### src/rtl/ahb_pkg.sv
// ============================================================
// Package : ahb_pkg
// Brief   : Shared AHB-lite transfer and response encodings.
// Revision: 1.0 - initial release
// ============================================================
`default_nettype none

package ahb_pkg;

    typedef enum logic [1:0] {
        HTRANS_IDLE   = 2'b00,
        HTRANS_BUSY   = 2'b01,
        HTRANS_NONSEQ = 2'b10,
        HTRANS_SEQ    = 2'b11
    } htrans_e;

    localparam logic c_HRESP_OKAY  = 1'b0;
    localparam logic c_HRESP_ERROR = 1'b1;

endpackage : ahb_pkg

`default_nettype wire

### src/rtl/ahb_rr_arbiter_rr_pick.sv
// ============================================================
// Module  : rr_pick
// Brief   : Rotate-priority pick; first request after i_ptr wins.
// Revision: 1.0 - initial release
// ============================================================
`default_nettype none

module rr_pick #(
    parameter int NUM_REQ = 4,
    parameter int PTR_W   = (NUM_REQ > 1) ? $clog2(NUM_REQ) : 1
) (
    input  logic [NUM_REQ-1:0] i_req,
    input  logic [PTR_W-1:0]   i_ptr,
    output logic [NUM_REQ-1:0] o_grant,
    output logic               o_valid
);

    // Scan i_ptr+1 .. i_ptr+NUM_REQ so the last winner has lowest priority.
    always_comb begin
        o_grant = '0;
        o_valid = 1'b0;
        for (int k = 1; k <= NUM_REQ; k++) begin
            if (!o_valid && i_req[PTR_W'((int'(i_ptr) + k) % NUM_REQ)]) begin
                o_grant[PTR_W'((int'(i_ptr) + k) % NUM_REQ)] = 1'b1;
                o_valid = 1'b1;
            end
        end
    end

endmodule : rr_pick

`default_nettype wire

### src/rtl/ahb_rr_arbiter.sv
// ============================================================
// Module  : ahb_rr_arbiter
// Brief   : Round-robin AHB-lite arbiter sharing the APB bridge port.
// Revision: 1.0 - initial release
// ============================================================
`default_nettype none

module ahb_rr_arbiter #(
    parameter int NUM_MASTERS = 4,
    parameter int ADDRWIDTH   = 16,
    parameter int DATAWIDTH   = 32,
    parameter int MAX_HOLD    = 8
) (
    input  logic                             HCLK,
    input  logic                             HRESET,
    input  logic [NUM_MASTERS-1:0]           HBUSREQ,
    input  logic [2*NUM_MASTERS-1:0]         M_HTRANS,
    input  logic [ADDRWIDTH*NUM_MASTERS-1:0] M_HADDR,
    input  logic [NUM_MASTERS-1:0]           M_HWRITE,
    input  logic [3*NUM_MASTERS-1:0]         M_HSIZE,
    input  logic [4*NUM_MASTERS-1:0]         M_HPROT,
    input  logic [DATAWIDTH*NUM_MASTERS-1:0] M_HWDATA,
    output logic [NUM_MASTERS-1:0]           HGRANT,
    output logic [$clog2(NUM_MASTERS)-1:0]   HMASTER,
    output logic                             HSEL,
    output logic [1:0]                       HTRANS,
    output logic [ADDRWIDTH-1:0]             HADDR,
    output logic                             HWRITE,
    output logic [2:0]                       HSIZE,
    output logic [3:0]                       HPROT,
    output logic [DATAWIDTH-1:0]             HWDATA,
    input  logic                             S_HREADYOUT,
    input  logic [DATAWIDTH-1:0]             S_HRDATA,
    input  logic                             S_HRESP,
    output logic                             HREADY,
    output logic [DATAWIDTH-1:0]             HRDATA,
    output logic                             HRESP
);

    import ahb_pkg::*;

    localparam int c_MW = $clog2(NUM_MASTERS);
    localparam int c_HW = $clog2(MAX_HOLD + 1);

    logic [c_MW-1:0]      r_hmaster;
    logic [c_MW-1:0]      r_hmaster_d;
    logic [c_MW-1:0]      r_rr_ptr;
    logic [c_HW-1:0]      r_hold_cnt;

    logic [1:0]           w_htrans [NUM_MASTERS];
    logic [ADDRWIDTH-1:0] w_haddr  [NUM_MASTERS];
    logic [2:0]           w_hsize  [NUM_MASTERS];
    logic [3:0]           w_hprot  [NUM_MASTERS];
    logic [DATAWIDTH-1:0] w_hwdata [NUM_MASTERS];

    logic [1:0]             w_owner_trans;
    logic                   w_others_req;
    logic [c_HW-1:0]        w_hold_next;
    logic                   w_arb_event;
    logic [NUM_MASTERS-1:0] w_pick_req;
    logic [NUM_MASTERS-1:0] w_pick_grant;
    logic                   w_pick_valid;
    logic [c_MW-1:0]        w_pick_idx;
    logic                   w_switch;

    for (genvar gi = 0; gi < NUM_MASTERS; gi++) begin : g_unpack
        assign w_htrans[gi] = M_HTRANS[2*gi +: 2];
        assign w_haddr[gi]  = M_HADDR[ADDRWIDTH*gi +: ADDRWIDTH];
        assign w_hsize[gi]  = M_HSIZE[3*gi +: 3];
        assign w_hprot[gi]  = M_HPROT[4*gi +: 4];
        assign w_hwdata[gi] = M_HWDATA[DATAWIDTH*gi +: DATAWIDTH];
    end

    always_comb begin
        HGRANT            = '0;
        HGRANT[r_hmaster] = 1'b1;
    end

    assign HMASTER = r_hmaster;
    assign HTRANS  = w_htrans[r_hmaster];
    assign HSEL    = HTRANS[1];
    assign HADDR   = w_haddr[r_hmaster];
    assign HWRITE  = M_HWRITE[r_hmaster];
    assign HSIZE   = w_hsize[r_hmaster];
    assign HPROT   = w_hprot[r_hmaster];
    assign HWDATA  = w_hwdata[r_hmaster_d];

    assign HREADY  = S_HREADYOUT;
    assign HRDATA  = S_HRDATA;
    assign HRESP   = S_HRESP;

    assign w_owner_trans = w_htrans[r_hmaster];
    assign w_others_req  = |(HBUSREQ & ~HGRANT);

    // The phase sampled on this edge counts, so an owner facing competition
    // gets exactly MAX_HOLD address phases (BUSY included) before handing over.
    assign w_hold_next = (w_owner_trans != HTRANS_IDLE && r_hold_cnt != c_HW'(MAX_HOLD))
                         ? r_hold_cnt + 1'b1 : r_hold_cnt;

    assign w_arb_event = !HBUSREQ[r_hmaster]
                      || (w_others_req && w_owner_trans == HTRANS_IDLE)
                      || (w_others_req && w_hold_next == c_HW'(MAX_HOLD));

    // The current owner competes only when nobody else is asking.
    assign w_pick_req = w_others_req ? (HBUSREQ & ~HGRANT) : HBUSREQ;

    rr_pick #(
        .NUM_REQ (NUM_MASTERS),
        .PTR_W   (c_MW)
    ) u_rr_pick (
        .i_req   (w_pick_req),
        .i_ptr   (r_rr_ptr),
        .o_grant (w_pick_grant),
        .o_valid (w_pick_valid)
    );

    always_comb begin
        w_pick_idx = '0;
        for (int i = 0; i < NUM_MASTERS; i++) begin
            if (w_pick_grant[i]) begin
                w_pick_idx = c_MW'(i);
            end
        end
    end

    assign w_switch = w_arb_event && w_pick_valid && (w_pick_idx != r_hmaster);

    always_ff @(posedge HCLK) begin
        if (HRESET) begin
            r_hmaster   <= '0;
            r_hmaster_d <= '0;
            r_rr_ptr    <= c_MW'(NUM_MASTERS - 1);
            r_hold_cnt  <= '0;
        end else if (HREADY) begin
            r_hmaster_d <= r_hmaster;
            if (w_switch) begin
                r_hmaster  <= w_pick_idx;
                r_rr_ptr   <= w_pick_idx;
                r_hold_cnt <= '0;
            end else begin
                r_hold_cnt <= w_hold_next;
            end
        end
    end

endmodule : ahb_rr_arbiter

`default_nettype wire

### config.mk
export PLATFORM = sky130hd
export DESIGN_NAME = ahb_rr_arbiter
export DESIGN_NICKNAME = d
export VERILOG_FILES = /design/src/rtl/ahb_pkg.sv /design/src/rtl/ahb_rr_arbiter_rr_pick.sv /design/src/rtl/ahb_rr_arbiter.sv
export SDC_FILE = /design/constraint.sdc
export NUM_CORES = 1
export LEC_CHECK = 0
export BUFFER_PORTS_ARGS = -buffer_cell sky130_fd_sc_hd__buf_2
export CELL_PAD_IN_SITES_DETAIL_PLACEMENT = 2
export CELL_PAD_IN_SITES_GLOBAL_PLACEMENT = 2
export CORE_AREA = 2 2 142 144
export CTS_CLUSTER_DIAMETER = 40
export CTS_CLUSTER_SIZE = 40
export DETAILED_ROUTE_END_ITERATION = 8
export DIE_AREA = 0 0 144 146
export HOLD_SLACK_MARGIN = 0.15
export PLACE_DENSITY = 0.81
export SYNTH_ARGS = -nofsm -noshare
export SYNTH_HDL_FRONTEND = slang
export SYNTH_SLANG_ARGS = --single-unit
### constraint.sdc
create_clock -name HCLK -period 3.7 [get_ports HCLK]
set_input_delay 0.37 -clock HCLK [delete_from_list [all_inputs] [get_ports HCLK]]
set_output_delay 0.37 -clock HCLK [all_outputs]
set_load 0.1 [all_outputs]
## Yosys cells after proc, flatten, opt, wreduce, memory -nomap -nowiden

Index checks and enable logic that the tools add are counted.
Widths: inputs -> output; s select.

- Add/sub/neg operators: 5
- Magnitude comparators: 12
- Eq/ne operators: 3
- Multiplexer cells: 55
- Bitwise logic cells: 7
- Reductions and logical operators: 23

Operators with widths:

| cell | number |
|---|---|
| $bmux 32 s2 | 1 |
| $mux 32 | 2 |
| $mux 4 | 9 |
| $bmux 16 s2 | 1 |
| $mux 16 | 2 |
| $mux 1 | 20 |
| $lt 2x4->1 const B | 4 |
| $logic_and 1x1->1 | 13 |
| $bmux 1 s2 | 6 |
| $or 4x4->4 | 3 |
| $demux 1 s2 | 5 |
| $ge 2x1->1 const B | 5 |
| $bmux 4 s2 | 1 |
| $mux 2 | 4 |
| $bmux 3 s2 | 1 |
| $ge 3x3->1 const B | 2 |
| $mux 3 | 2 |
| $not 2->3 | 2 |
| $add 2x1->2 const B | 2 |
| $add 2x2->2 const B | 2 |
| $add 4x1->4 const B | 1 |
| $and 4x4->4 | 1 |
| $bmux 2 s2 | 1 |
| $eq 4x4->1 const B | 1 |
| 10 further kinds | 14 |

- Bits in registers: 10
- Input port bits: 272
- Output and inout port bits: 99
- Word-level logic and storage cells: 109

## Longest topological paths before layout

Gate-level depths: netlist (run 1).

- Word-level depth: 27
- Gate-level depth with buffers: 11
- Mapped depth without buffers: 11

## By module

Synthesis (run 1) repeated with hierarchy kept, for this count alone.

- Cells, all modules: 258
- Area, all modules: 2852.7 um^2

By module, submodules not included:

| module | instances | cells each | area each (um^2) | seq. area each (um^2) |
|---|---|---|---|---|
| ahb_rr_arbiter | 1 | 208 | 2401.1 | 200.2 |
| rr_pick | 1 | 50 | 451.7 | 0.0 |

## Worst setup path after synthesis (run 1)

No wires, ideal clock.

- Path type: register to register
- From: register r_hmaster[1] (netlist: HMASTER[1])
- To: register r_hmaster[1] (netlist: HMASTER[1])
- Setup time: 0.116 ns
- Data arrival time: 3.887 ns
- Slack: -0.304 ns
- Stages on the path, launching flop included: 9
- Path buffers: 2
- Period minus slack after synthesis: 4.004 ns
- Cells stage by stage: dfxtp_1 > buf_2 > buf_1 > inv_1 > nor2_1 > o21ai_0 > o311ai_2 > nor2_2 > o211a_1

- Cells in the longest elaborated chain, start to end: 27
- Elaborated cells between the ends (all ways): 61
- Classes of those cells: order compare (2); eq/ne (2); mux (32); bitwise (6); reduce/logical (19)

Ends and longest elaborated chain:

| element | line | text |
|---|---|---|
| start, declared | ahb_rr_arbiter.sv:45 | `logic [c_MW-1:0] r_hmaster;` |
| start signal, assigned | ahb_rr_arbiter.sv:137 | `r_hmaster <= w_pick_idx;` |
| $lt 2x3->1 (not written as such) or $ge 2x1->1 (tied branches) | ahb_rr_arbiter.sv:76 | `HGRANT[r_hmaster] = 1'b1;` |
| $logic_and 1x1->1 (not written as such) | ahb_rr_arbiter.sv:76 |  |
| $mux 1 (not written as such) | ahb_rr_arbiter.sv:76 |  |
| $demux 1 s2 (*) | ahb_rr_arbiter.sv:76 |  |
| via HGRANT[3] | ahb_rr_arbiter.sv:23 | `output logic [NUM_MASTERS-1:0] HGRANT,` |
| $not 4->4 (*) | ahb_rr_arbiter.sv:93, ahb_rr_arbiter.sv:105 |  |
| $and 4x4->4 (*) | ahb_rr_arbiter.sv:93, ahb_rr_arbiter.sv:105 |  |
| $reduce_or 4->1 | ahb_rr_arbiter.sv:93 | `assign w_others_req = \|(HBUSREQ & ~HGRANT);` |
| [... 11 more ...] | -- |  |
| $logic_not 1->1 | ahb_rr_arbiter_rr_pick.sv:23 | `if (!o_valid && i_req[PTR_W'((int'(i_ptr) + k) % NUM_REQ)]) begin` |
| $logic_and 1x1->1 | ahb_rr_arbiter_rr_pick.sv:23 |  |
| $mux 4 | ahb_rr_arbiter_rr_pick.sv:23 |  |
| $mux 1 | ahb_rr_arbiter.sv:120 | `if (w_pick_grant[i]) begin` |
| $mux 2 (2 in a row) | ahb_rr_arbiter.sv:120 |  |
| $ne 2x2->1 | ahb_rr_arbiter.sv:126 | `assign w_switch = w_arb_event && w_pick_valid && (w_pick_idx != r_hmaster);` |
| $logic_and 1x1->1 | ahb_rr_arbiter.sv:126 |  |
| $reduce_and 2->1 (no source line) | -- |  |

Mark *: on every way through the listed nets, which the timed path passes. The rest lies on a longest branch. The select of a mux whose other input is x is not followed.
A chain may end at the register's enable or synchronous reset.

## Final worst setup path (run 1)

- From: register r_hmaster[0] (netlist: HMASTER[0])
- To: register r_rr_ptr[0]

- Cells in the longest elaborated chain, start to end: 27
- Elaborated cells between the ends (all ways): 61
- Classes of those cells: order compare (2); eq/ne (2); mux (32); bitwise (6); reduce/logical (19)

Ends and longest elaborated chain:

| element | line | text |
|---|---|---|
| $lt 2x3->1 (not written as such) or $ge 2x1->1 (tied branches) | ahb_rr_arbiter.sv:76 |  |
| $logic_and 1x1->1 (not written as such) | ahb_rr_arbiter.sv:76 |  |
| $mux 1 (not written as such) | ahb_rr_arbiter.sv:76 |  |
| $demux 1 s2 | ahb_rr_arbiter.sv:76 |  |
| $not 4->4 | ahb_rr_arbiter.sv:93, ahb_rr_arbiter.sv:105 |  |
| $and 4x4->4 | ahb_rr_arbiter.sv:93, ahb_rr_arbiter.sv:105 |  |
| $reduce_or 4->1 | ahb_rr_arbiter.sv:93 |  |
| $mux 4 | ahb_rr_arbiter.sv:105 | `assign w_pick_req = w_others_req ? (HBUSREQ & ~HGRANT) : HBUSREQ;` |
| [... 10 more ...] | -- |  |
| $logic_not 1->1 | ahb_rr_arbiter_rr_pick.sv:23 |  |
| $logic_and 1x1->1 | ahb_rr_arbiter_rr_pick.sv:23 |  |
| $mux 4 | ahb_rr_arbiter_rr_pick.sv:23 |  |
| $mux 1 | ahb_rr_arbiter.sv:120 |  |
| $mux 2 (2 in a row) | ahb_rr_arbiter.sv:120 |  |
| $ne 2x2->1 | ahb_rr_arbiter.sv:126 |  |
| $logic_and 1x1->1 | ahb_rr_arbiter.sv:126 |  |
| $reduce_and 2->1 (no source line) | -- |  |
| end signal, assigned | ahb_rr_arbiter.sv:132 | `r_rr_ptr <= c_MW'(NUM_MASTERS - 1);` |
| end signal, assigned | ahb_rr_arbiter.sv:138 | `r_rr_ptr <= w_pick_idx;` |
| end, declared | ahb_rr_arbiter.sv:47 | `logic [c_MW-1:0] r_rr_ptr;` |

Parallel ways exist; a longest one is shown, timed or not. The select of a mux whose other input is x is not followed.

==> parameters.txt, run 1 <==
Parameter                              Value

Die
  Placeable Area    19300 um2
  Floorplan die area    21000 um2
  # rows    51
  Num ports    371
  Height of the die    146 um
  Initial standard-cell utilization of the core    0.150
  Chip width    144 um

Route
  Vias per cell    4.46
  Initial DRC count    172
  Overall via count from detail_route    3505
  Number of nets with antenna violations after detailed routing    0
  Average wire per cell in the routed design    24.8 um
  Wirelength, routed    19500 um
  Post-route DRC violation count    0
  First-pass iteration count of the detailed router    4

Cells and area
  Area growth from synthesis to layout    56.5%
  Nets@finish    801
  Share of post-route cells with drive strength above 1    0.759
  Fill cell count    2276

Timing
  Count of final setup violators    0
  TNS Setup    0 ns
  Worst setup skew after layout    0.00201 ns
  Pins Over Slew Limit    0
  Worst Max-Slew Pin Slew    0.921 ns
  Final-report hold violation count    0
  Share of the cycle needed by the critical path after routing    0.846
  Worst slew margin relative to its limit    0.386
  F_max    319 MHz
  Final critical delay including setup and external delays    3.13 ns
  Minimum hold slack    0.449 ns
  RSZ-0062 raised after global routing    no

Critical path
  Critical path endpoint category    flop
  Type of the worst setup path    flop to flop
  Register-to-Register Setup Slack    0.57 ns
  Path depth of the worst reg2reg path    9
  Crit path max fanout    13
  Arrival time of data at the critical path endpoint    3.26 ns
  Worst reg2reg endpoint    r_rr_ptr[0]
  Startpoint of the worst-slack reg-to-reg timing path    HMASTER[0]
  Worst endpoint required time    3.83 ns
  Critical path startpoint category    flop

Global routing
  Number of antenna violations at the first check in global routing    8
  GR Overflow Total    0
  Total track usage    0.177
  Number of global-route vias before repair    4007
  Wire length of the first global-routing pass    27600 um
  Largest net degree at the start of global routing    34

Yosys
  Share of synthesized registers carrying an async set or reset    0
  Number of synthesized flops with an enable pin    0
  Synth Area per Inst    11.1 um2
  Count of different cell masters after synthesis    54
  Post-Syn Area    2910 um2
  Ys flop type    sky130_fd_sc_hd__dfxtp_1
  Post-synthesis sequential area ratio    0.0688
  Fraction of synthesized cell area taken by the top area cell type    0.465
  Dominant cell type by area after synthesis    sky130_fd_sc_hd__mux4_2
  Top area cells in the synthesized netlist    sky130_fd_sc_hd__mux4_2, sky130_fd_sc_hd__buf_4, sky130_fd_sc_hd__dfxtp_1, sky130_fd_sc_hd__ha_1, sky130_fd_sc_hd__mux2i_1
  Synthesis-stage register bit count    10
  Number of instances in the synthesized netlist    262
  Synth warnings    0
  Number of nets produced by synthesis    544

CTS
  Hold bufs inserted after CTS    0
  Sink Count    10
  Number of setup buffers added after CTS    0
  Clock Latency Late Sink    0.24 ns
  Buffer type at the clock tree root    sky130_fd_sc_hd__clkbuf_16
  Largest buffer count on any clock path    2
  Number of H-tree branching levels    1
  Clk slew on worst S/H paths    0.04 ns
  Clock tree from TritonCTS    done
  Num CTS Buffers    3
  CTS-repair resized insts    0

Placement
  Placed wire-length estimate    17500 um
  Final weighted congestion of routability-driven global placement    0.905
  Number of buffers added on ports    304

Pwr
  Proportion of power drawn by flip-flops and latches    0.068
  Fraction of power consumed by combinational cells    0.863
  Switching fraction of total power    0.686
  Power density of the placed cells    702 nW/um2
  Part of the total power dissipated in the clock network    0.069
  Internal power consumption    1000 uW
  Design Power    3200 uW
  Lkg Pwr    0.00209 uW
  NetSw    2190 uW
  Worst vdd ir    0.331 mV

Worst hold path
  HP Start    HRESET
  End of the worst hold path    r_hmaster_d[1]
  Worst hold path cell count    2
  Hold crit path type    primary input to flop

Outcome
  Run status    finished, final reports clean

Flow run
  Max capacitance violation total    0
## power groups by stage
stage | Combinational (uW) | Clock, uW | Sequential, uW
final | 2760 | 220 | 217
after global routing | 2880 | 228 | 227
after CTS | 2770 | 224 | 222
after detailed placement | 2770 | 0 | 222
after global placement | 2730 | 0 | 218
after floorplan | 2390 | 0 | 203
## placed cells by master (no fill, tap or decap), types with 3 or more instances in the layout
cell                        netlist  layout
sky130_fd_sc_hd__a21oi_1          4       4
sky130_fd_sc_hd__buf_2            3     304
sky130_fd_sc_hd__buf_4           37       6
sky130_fd_sc_hd__clkbuf_16        0       3
sky130_fd_sc_hd__dfxtp_1         10       6
sky130_fd_sc_hd__dfxtp_2          0       4
sky130_fd_sc_hd__diode_2          0       3
sky130_fd_sc_hd__ha_1            10      10
sky130_fd_sc_hd__inv_1           15      15
sky130_fd_sc_hd__mux2i_1          6       6
sky130_fd_sc_hd__mux4_2          60      60
sky130_fd_sc_hd__nand2_1          8       8
sky130_fd_sc_hd__nand3_1          4       4
sky130_fd_sc_hd__nor2_1           8       7
sky130_fd_sc_hd__nor3_1           4       4
sky130_fd_sc_hd__nor3_2           3       3
sky130_fd_sc_hd__o2111ai_1        3       3
sky130_fd_sc_hd__o211a_1          3       3
sky130_fd_sc_hd__o211ai_1         5       5
sky130_fd_sc_hd__o21a_1           3       3
sky130_fd_sc_hd__o21ai_0          9       9
sky130_fd_sc_hd__o21ai_1          4       4
sky130_fd_sc_hd__o31ai_1          4       4
## Yosys cell counts (all sizes together) (5+ instances only)
cell type / n
inv: 15
clkbuf: 10
nor3: 8
mux2i: 6
dfxtp: 10
o21ai: 13
mux4: 60
buf: 49
nor2: 9
ha: 10
o211ai: 5
nand2: 8
## metal layers
| layer | routed length (um) | vias up | global-route usage | share of wire |
|---|---|---|---|---|
| met4 | 190 | 0 | 0.0196 | 0.0098 |
| met3 | 1860 | 14 | 0.0523 | 0.095 |
| met1 | 7700 | 1747 | 0.222 | 0.40 |
| li1 | - | 1551 | - | - |
| met5 | 0 | - | 0 | 0 |
| met2 | 9720 | 193 | 0.310 | 0.50 |
## kinds of logic after synthesis
logic type,Yosys count,share of synthesized area
simple gates,41,0.0817
buf+inv,74,0.150
fa+ha+maj,10,0.0430
compound gates,57,0.156
mux,67,0.489
xor+xnor,3,0.0116
flops,10,0.0688
## worst max-delay path: stages (launching register included)
cell and delay [ns]:
sky130_fd_sc_hd__dfxtp_2 0.55, sky130_fd_sc_hd__mux4_2 0.62, sky130_fd_sc_hd__o21ai_0 0.25, sky130_fd_sc_hd__mux2i_1 0.35, sky130_fd_sc_hd__a31oi_1 0.14, sky130_fd_sc_hd__o21a_1 0.21
sky130_fd_sc_hd__or4_1 0.42, sky130_fd_sc_hd__a21oi_1 0.16, sky130_fd_sc_hd__o211ai_1 0.14, sky130_fd_sc_hd__a21o_1 0.18
## how the worst max path moves through the flow
stage	from	to	cells past startpoint
after floorplan	HMASTER[1]	r_hold_cnt[3]	11
after global placement	HMASTER[1]	r_hold_cnt[3]	9
after detailed placement	HBUSREQ[0]	r_hold_cnt[3]	10
after CTS	HMASTER[0]	r_rr_ptr[0]	9
after global routing	HMASTER[1]	r_hold_cnt[3]	9
final	HMASTER[0]	r_rr_ptr[0]	9
## per-stage QoR
step           setup slack (ns)   util  area [um2]  std cells
2_1_floorplan           0.00507      -        2910        262
3_3_place_gp              0.672  0.230        4460        779
3_5_place_dp              0.579  0.230        4460        779
4_1_cts                   0.548  0.235        4540        783
5_1_grt                   0.303  0.235        4540        783
6_report                  0.570  0.235        4550        786
## area by class of cell
class	instances	area, um2	share of cell area
tap	265	332	0.0728
inverter	15	56.3	0.0124
timing repair buffer	311	1590	0.349
sequential	10	205	0.0451
antenna	3	7.51	0.00165
multi-input combinational	178	2280	0.500
clock buffer	4	88.8	0.0195
## registers in the layout (all words and copies together) (netlist names)
| name | count |
|---|---|
| r_hold_cnt | 4 |
| HMASTER | 2 |
| r_rr_ptr | 2 |
| r_hmaster_d | 2 |
No activity file was read; power rests on OpenSTA's default activity.
==> inputs of run 2 (changes only) <==
==> constraint.sdc (replaced) <==
create_clock -name HCLK -period 2.9 [get_ports HCLK]
set_input_delay 0.29 -clock HCLK [delete_from_list [all_inputs] [get_ports HCLK]]
set_output_delay 0.29 -clock HCLK [all_outputs]
set_load 0.1 [all_outputs]
==> parameters.txt, run 2 (synthesized netlist as in run 1, its figures left out) <==
Parameter                              Value

Outcome
  Run status    finished, final reports clean

Critical path
  Type of the worst setup path    flop to flop
  Crit path max fanout    5
  Arrival time of data at the critical path endpoint    2.91 ns
  Critical path startpoint category    flop
  Worst endpoint required time    3.02 ns
  Critical path endpoint category    flop

Timing
  F_max    359 MHz
  Worst slew margin relative to its limit    0.636
  Count of final setup violators    0
  Pins Over Slew Limit    0
  Final-report hold violation count    0
  Final worst setup slack    0.112 ns
  Worst setup skew after layout    0.00354 ns
  Worst Max-Slew Pin Slew    0.549 ns
  Share of the cycle needed by the critical path after routing    0.961
  Final critical delay including setup and external delays    2.79 ns

Pwr
  Proportion of power drawn by flip-flops and latches    0.055
  Internal power consumption    1360 uW
  NetSw    2870 uW
  Switching fraction of total power    0.678
  Fraction of power consumed by combinational cells    0.887
  Power density of the placed cells    894 nW/um2
  Worst vdd ir    0.264 mV
  Lkg Pwr    0.00214 uW
  Part of the total power dissipated in the clock network    0.057

Placement
  Placed standard-cell area    4550 um2
  Setup slack at placement    -0.00929 ns
  Final weighted congestion of routability-driven global placement    0.829
  Number of buffers added on ports    304
  Placed wire-length estimate    16800 um

Global routing
  Total track usage    0.170
  Wire length of the first global-routing pass    26500 um
  Largest net degree at the start of global routing    33
  Number of antenna violations at the first check in global routing    1
  GR Overflow Total    0
  Number of global-route vias before repair    4143

Route
  Wirelength, routed    18800 um
  First-pass iteration count of the detailed router    4
  Number of nets with antenna violations after detailed routing    0
  Post-route DRC violation count    0
  Initial DRC count    210
  Average wire per cell in the routed design    23.6 um
  Vias per cell    4.47
  Overall via count from detail_route    3558

Die
  Height of the die    146 um
  Floorplan die area    21000 um2
  Placeable Area    19300 um2
  Initial standard-cell utilization of the core    0.150
  Num ports    371
  Chip width    144 um
  # rows    51

Cells and area
  Final core utilization    0.244
  Top library cells by usage in the layout, fill and taps aside    sky130_fd_sc_hd__buf_2, sky130_fd_sc_hd__mux4_2, sky130_fd_sc_hd__buf_4
  Nets@finish    813
  Register name with the most flops    r_hold_cnt
  Number of flip-flops under the largest register name    4
  Most frequent standard cell in the layout excluding fill and tap cells    sky130_fd_sc_hd__buf_2
  Share of post-route cells with drive strength above 1    0.785
  Final instance area    4730 um2
  Area growth from synthesis to layout    62.5%
  Fill cell count    2272

Flow run
  Max capacitance violation total    0

CTS
  Sink Count    10
  Clock Latency Late Sink    0.23 ns
  Buffer type at the clock tree root    sky130_fd_sc_hd__clkbuf_16
  Clock tree from TritonCTS    done
  Number of H-tree branching levels    1
  Num CTS Buffers    3
  Largest buffer count on any clock path    2
  Clk slew on worst S/H paths    0.04 ns
  Hold bufs inserted after CTS    0

Worst hold path
  Hold crit path type    primary input to flop
run 2: cell count changes in the layout (fill, tap and decap cells not counted), sizes merged:
| cell | change |
|---|---|
| inv | -1 |
| clkinvlp | +1 |
| diode | -2 |
| buf | +12 |
run 2: metal layers:
metal | routed length (um) | vias to the layer above | global-route usage
met5 | 0 | - | 0
met4 | 252 | 0 | 0.0387
met3 | 1320 | 16 | 0.0372
met2 | 10300 | 166 | 0.322
met1 | 6940 | 1802 | 0.192
li1 | - | 1574 | -
run 2: through the flow:
stage | TNS, ns | std cells | power (uW) | hold slack, ns
after CTS | 0 | 790 | 4200 | 0.391
after detailed placement | -0.00929 | 786 | 3910 | 0.481
after floorplan | -1.29 | 262 | 3370 | 0.407
final | 0 | 796 | 4230 | 0.389
after global placement | 0 | 786 | 3860 | 0.468
after global routing | -0.199 | 795 | 4430 | 0.417
run 2: critical path: stages (launching register included):
cell	delay (ns)
sky130_fd_sc_hd__dfxtp_4	0.39
sky130_fd_sc_hd__mux4_2	0.58
sky130_fd_sc_hd__o21ai_2	0.20
sky130_fd_sc_hd__mux2i_2	0.26
sky130_fd_sc_hd__a31oi_1	0.12
sky130_fd_sc_hd__o21a_1	0.19
sky130_fd_sc_hd__or4_1	0.45
sky130_fd_sc_hd__a21oi_1	0.15
sky130_fd_sc_hd__nand2_1	0.13
sky130_fd_sc_hd__a21o_1	0.19
run 2: area by class of cell:
cell class | instances | area, um2 | area share
Inverter | 15 | 60.1 | 0.0127
Sequential cell | 10 | 210 | 0.0445
Antenna cell | 1 | 2.50 | 0.000529
Timing Repair Buffer | 323 | 1690 | 0.357
Clock buffer | 4 | 78.8 | 0.0167
Multi-Input combinational cell | 178 | 2350 | 0.498
Tap cell | 265 | 332 | 0.0701
run 2: path summary, 6_finish.rpt:
kind | start | endpoint | slack (ns) | depth (start not counted)
worst max register to register | HMASTER[0] | r_rr_ptr[1] | 0.11 | 9
worst min-delay path | HRESET | r_hmaster_d[1] | 0.39 | 2
worst min register to register | r_hmaster_d[1] | r_hmaster_d[1] | 0.49 | 2
worst max-delay path | HMASTER[0] | r_rr_ptr[1] | 0.11 | 9
run 2: timing repair:
item                                    4_1_cts  5_1_grt
gates resized for setup                       2       11
pin swaps                                     0        2
endpoints found under the setup margin        3        8
setup buffers                                 0        5
run 2: power groups by stage:
stage                     sequential [uW]  combinational (uW)  clock, uW
final                                 234                3750        243
after detailed placement              238                3680          0
after floorplan                       267                3100          0
after global placement                234                3630          0
after CTS                             236                3710        252
after global routing                  244                3920        259
==> inputs of run 3 (changes only) <==
--- a/config.mk
+++ b/config.mk
@@ -15,6 +15,7 @@
 export DIE_AREA = 0 0 144 146
 export HOLD_SLACK_MARGIN = 0.15
 export PLACE_DENSITY = 0.81
+export SETUP_SLACK_MARGIN = 0.2
 export SYNTH_ARGS = -nofsm -noshare
 export SYNTH_HDL_FRONTEND = slang
 export SYNTH_SLANG_ARGS = --single-unit
==> parameters.txt, run 3 (synthesized netlist as in run 1, its figures left out) <==
Parameter                              Value

Cells and area
  Most frequent standard cell in the layout excluding fill and tap cells    sky130_fd_sc_hd__buf_2
  Share of post-route cells with drive strength above 1    0.805
  Register name with the most flops    r_hold_cnt
  Post-layout instance count excluding filler cells    808
  Number of flip-flops under the largest register name    4
  Final core utilization    0.257
  Fill cell count    2285
  Area growth from synthesis to layout    70.5%
  Top library cells by usage in the layout, fill and taps aside    sky130_fd_sc_hd__buf_2, sky130_fd_sc_hd__mux4_2, sky130_fd_sc_hd__buf_4
  Nets@finish    822

Timing
  Worst setup skew after layout    0.000432 ns
  RSZ-0062 raised after global routing    yes
  Final worst setup slack    0.0842 ns
  Pins Over Slew Limit    0
  Count of final setup violators    0
  Worst slew margin relative to its limit    0.637
  Worst Max-Slew Pin Slew    0.548 ns
  F_max    355 MHz
  Share of the cycle needed by the critical path after routing    0.971
  Final critical delay including setup and external delays    2.82 ns
  Final-report hold violation count    0
  TNS Setup    0 ns

Critical path
  Arrival time of data at the critical path endpoint    2.95 ns
  Worst reg2reg endpoint    r_rr_ptr[0]
  Register-to-Register Setup Slack    0.08 ns
  Path depth of the worst reg2reg path    9
  Critical path endpoint category    flop
  Worst endpoint required time    3.03 ns
  Type of the worst setup path    flop to flop
  Critical path startpoint category    flop
  Crit path max fanout    4
  Startpoint of the worst-slack reg-to-reg timing path    HMASTER[0]
  CP startpoint    HMASTER[0]

Die
  Placeable Area    19300 um2
  # rows    51
  Num ports    371
  Height of the die    146 um
  Floorplan die area    21000 um2
  Chip width    144 um
  Initial standard-cell utilization of the core    0.150

CTS
  Clock Latency Late Sink    0.24 ns
  Hold bufs inserted after CTS    0
  Buffer type at the clock tree root    sky130_fd_sc_hd__clkbuf_16
  Sink Count    10
  Clk slew on worst S/H paths    0.04 ns
  Clock tree from TritonCTS    done
  Largest buffer count on any clock path    2
  Num CTS Buffers    3
  Number of H-tree branching levels    1

Route
  Initial DRC count    205
  Number of nets with antenna violations after detailed routing    0
  Post-route DRC violation count    0
  Wirelength, routed    19600 um
  First-pass iteration count of the detailed router    4
  Average wire per cell in the routed design    24.2 um
  Vias per cell    4.56
  Overall via count from detail_route    3682

Global routing
  GR Overflow Total    0
  Largest net degree at the start of global routing    33
  Wire length of the first global-routing pass    26300 um
  Number of global-route vias before repair    3914
  Total track usage    0.169
  M2 GR Usage    0.306
  Top Usage Layer GRT    met2
  Number of antenna violations at the first check in global routing    7
  Met1 track demand over resource in global routing    0.209
  Met3 Resource Use GR    0.0339

Pwr
  Power density of the placed cells    903 nW/um2
  Design Power    4480 uW
  Worst vdd ir    0.270 mV
  Lkg Pwr    0.00223 uW

Flow run
  Max capacitance violation total    0

Placement
  Placed Instances    787
  Placed wire-length estimate    17000 um
  Final weighted congestion of routability-driven global placement    0.899
  Number of buffers added on ports    304
  Setup slack at placement    0.0122 ns

Outcome
  Run status    finished, final reports clean

Worst hold path
  HP Start    HRESET
  Worst hold path cell count    2
  End of the worst hold path    r_hmaster_d[0]
  Hold crit path type    primary input to flop
-- run 3: cell count changes in the layout (fill, tap and decap cells not counted), sizes merged --
cell	before	now
diode	1	4
buf	323	332
-- run 3: what timing repair did --
action / CTS / global route
setup buffers: 6 / 7
resized for setup: 14 / 21
endpoints found under the setup margin: 8 / 8
pin swaps: 7 / 10
-- run 3: worst max path at each step --
stage | endpoint | cells after the start
after floorplan | r_rr_ptr[0] | 10
after global placement | HMASTER[1] | 10
after detailed placement | r_rr_ptr[0] | 10
after CTS | r_rr_ptr[0] | 9
after global routing | r_rr_ptr[0] | 9
final | r_rr_ptr[0] | 9
-- run 3: power breakdown --
group,internal [uW],switching (uW),leakage (uW)
Clock,208,68.8,0.0000442
Combinational,1140,2840,0.00210
Sequential,174,51.8,0.0000834
-- run 3: metrics by stage --
step | hold slack [ns] | area (um2)
global placement | 0.473 | 4600
detailed placement | 0.510 | 4600
finish | 0.400 | 4960
CTS | 0.387 | 4800
global route | 0.425 | 4950
floorplan | 0.407 | 2960
-- run 3: critical path: stages, from the launching register on --
cell                       delay (ns)
sky130_fd_sc_hd__dfxtp_4         0.39
sky130_fd_sc_hd__mux4_2          0.60
sky130_fd_sc_hd__o21ai_2         0.18
sky130_fd_sc_hd__mux2i_1         0.25
sky130_fd_sc_hd__a31oi_1         0.14
sky130_fd_sc_hd__o21a_1          0.21
sky130_fd_sc_hd__or4_4           0.44
sky130_fd_sc_hd__a21oi_2         0.13
sky130_fd_sc_hd__o211ai_1        0.16
sky130_fd_sc_hd__a21o_1          0.20
-- run 3: cell type report --
cell class                 count  area (um2)  area share
multi-input combinational    178        2440       0.493
antenna                        4        10.0     0.00202
tap                          265         332      0.0668
inverter                      15        60.1      0.0121
timing repair buffer         332        1820       0.366
clock buffer                   4        88.8      0.0179
sequential                    10         209      0.0421
-- run 3: layer usage --
metal / wire length, um / vias to the layer above / share of wire
met2: 10300 / 194 / 0.53
li1: - / 1590 / -
met3: 1620 / 25 / 0.083
met5: 40 / - / 0.0020
met1: 7300 / 1867 / 0.37
met4: 336 / 6 / 0.017
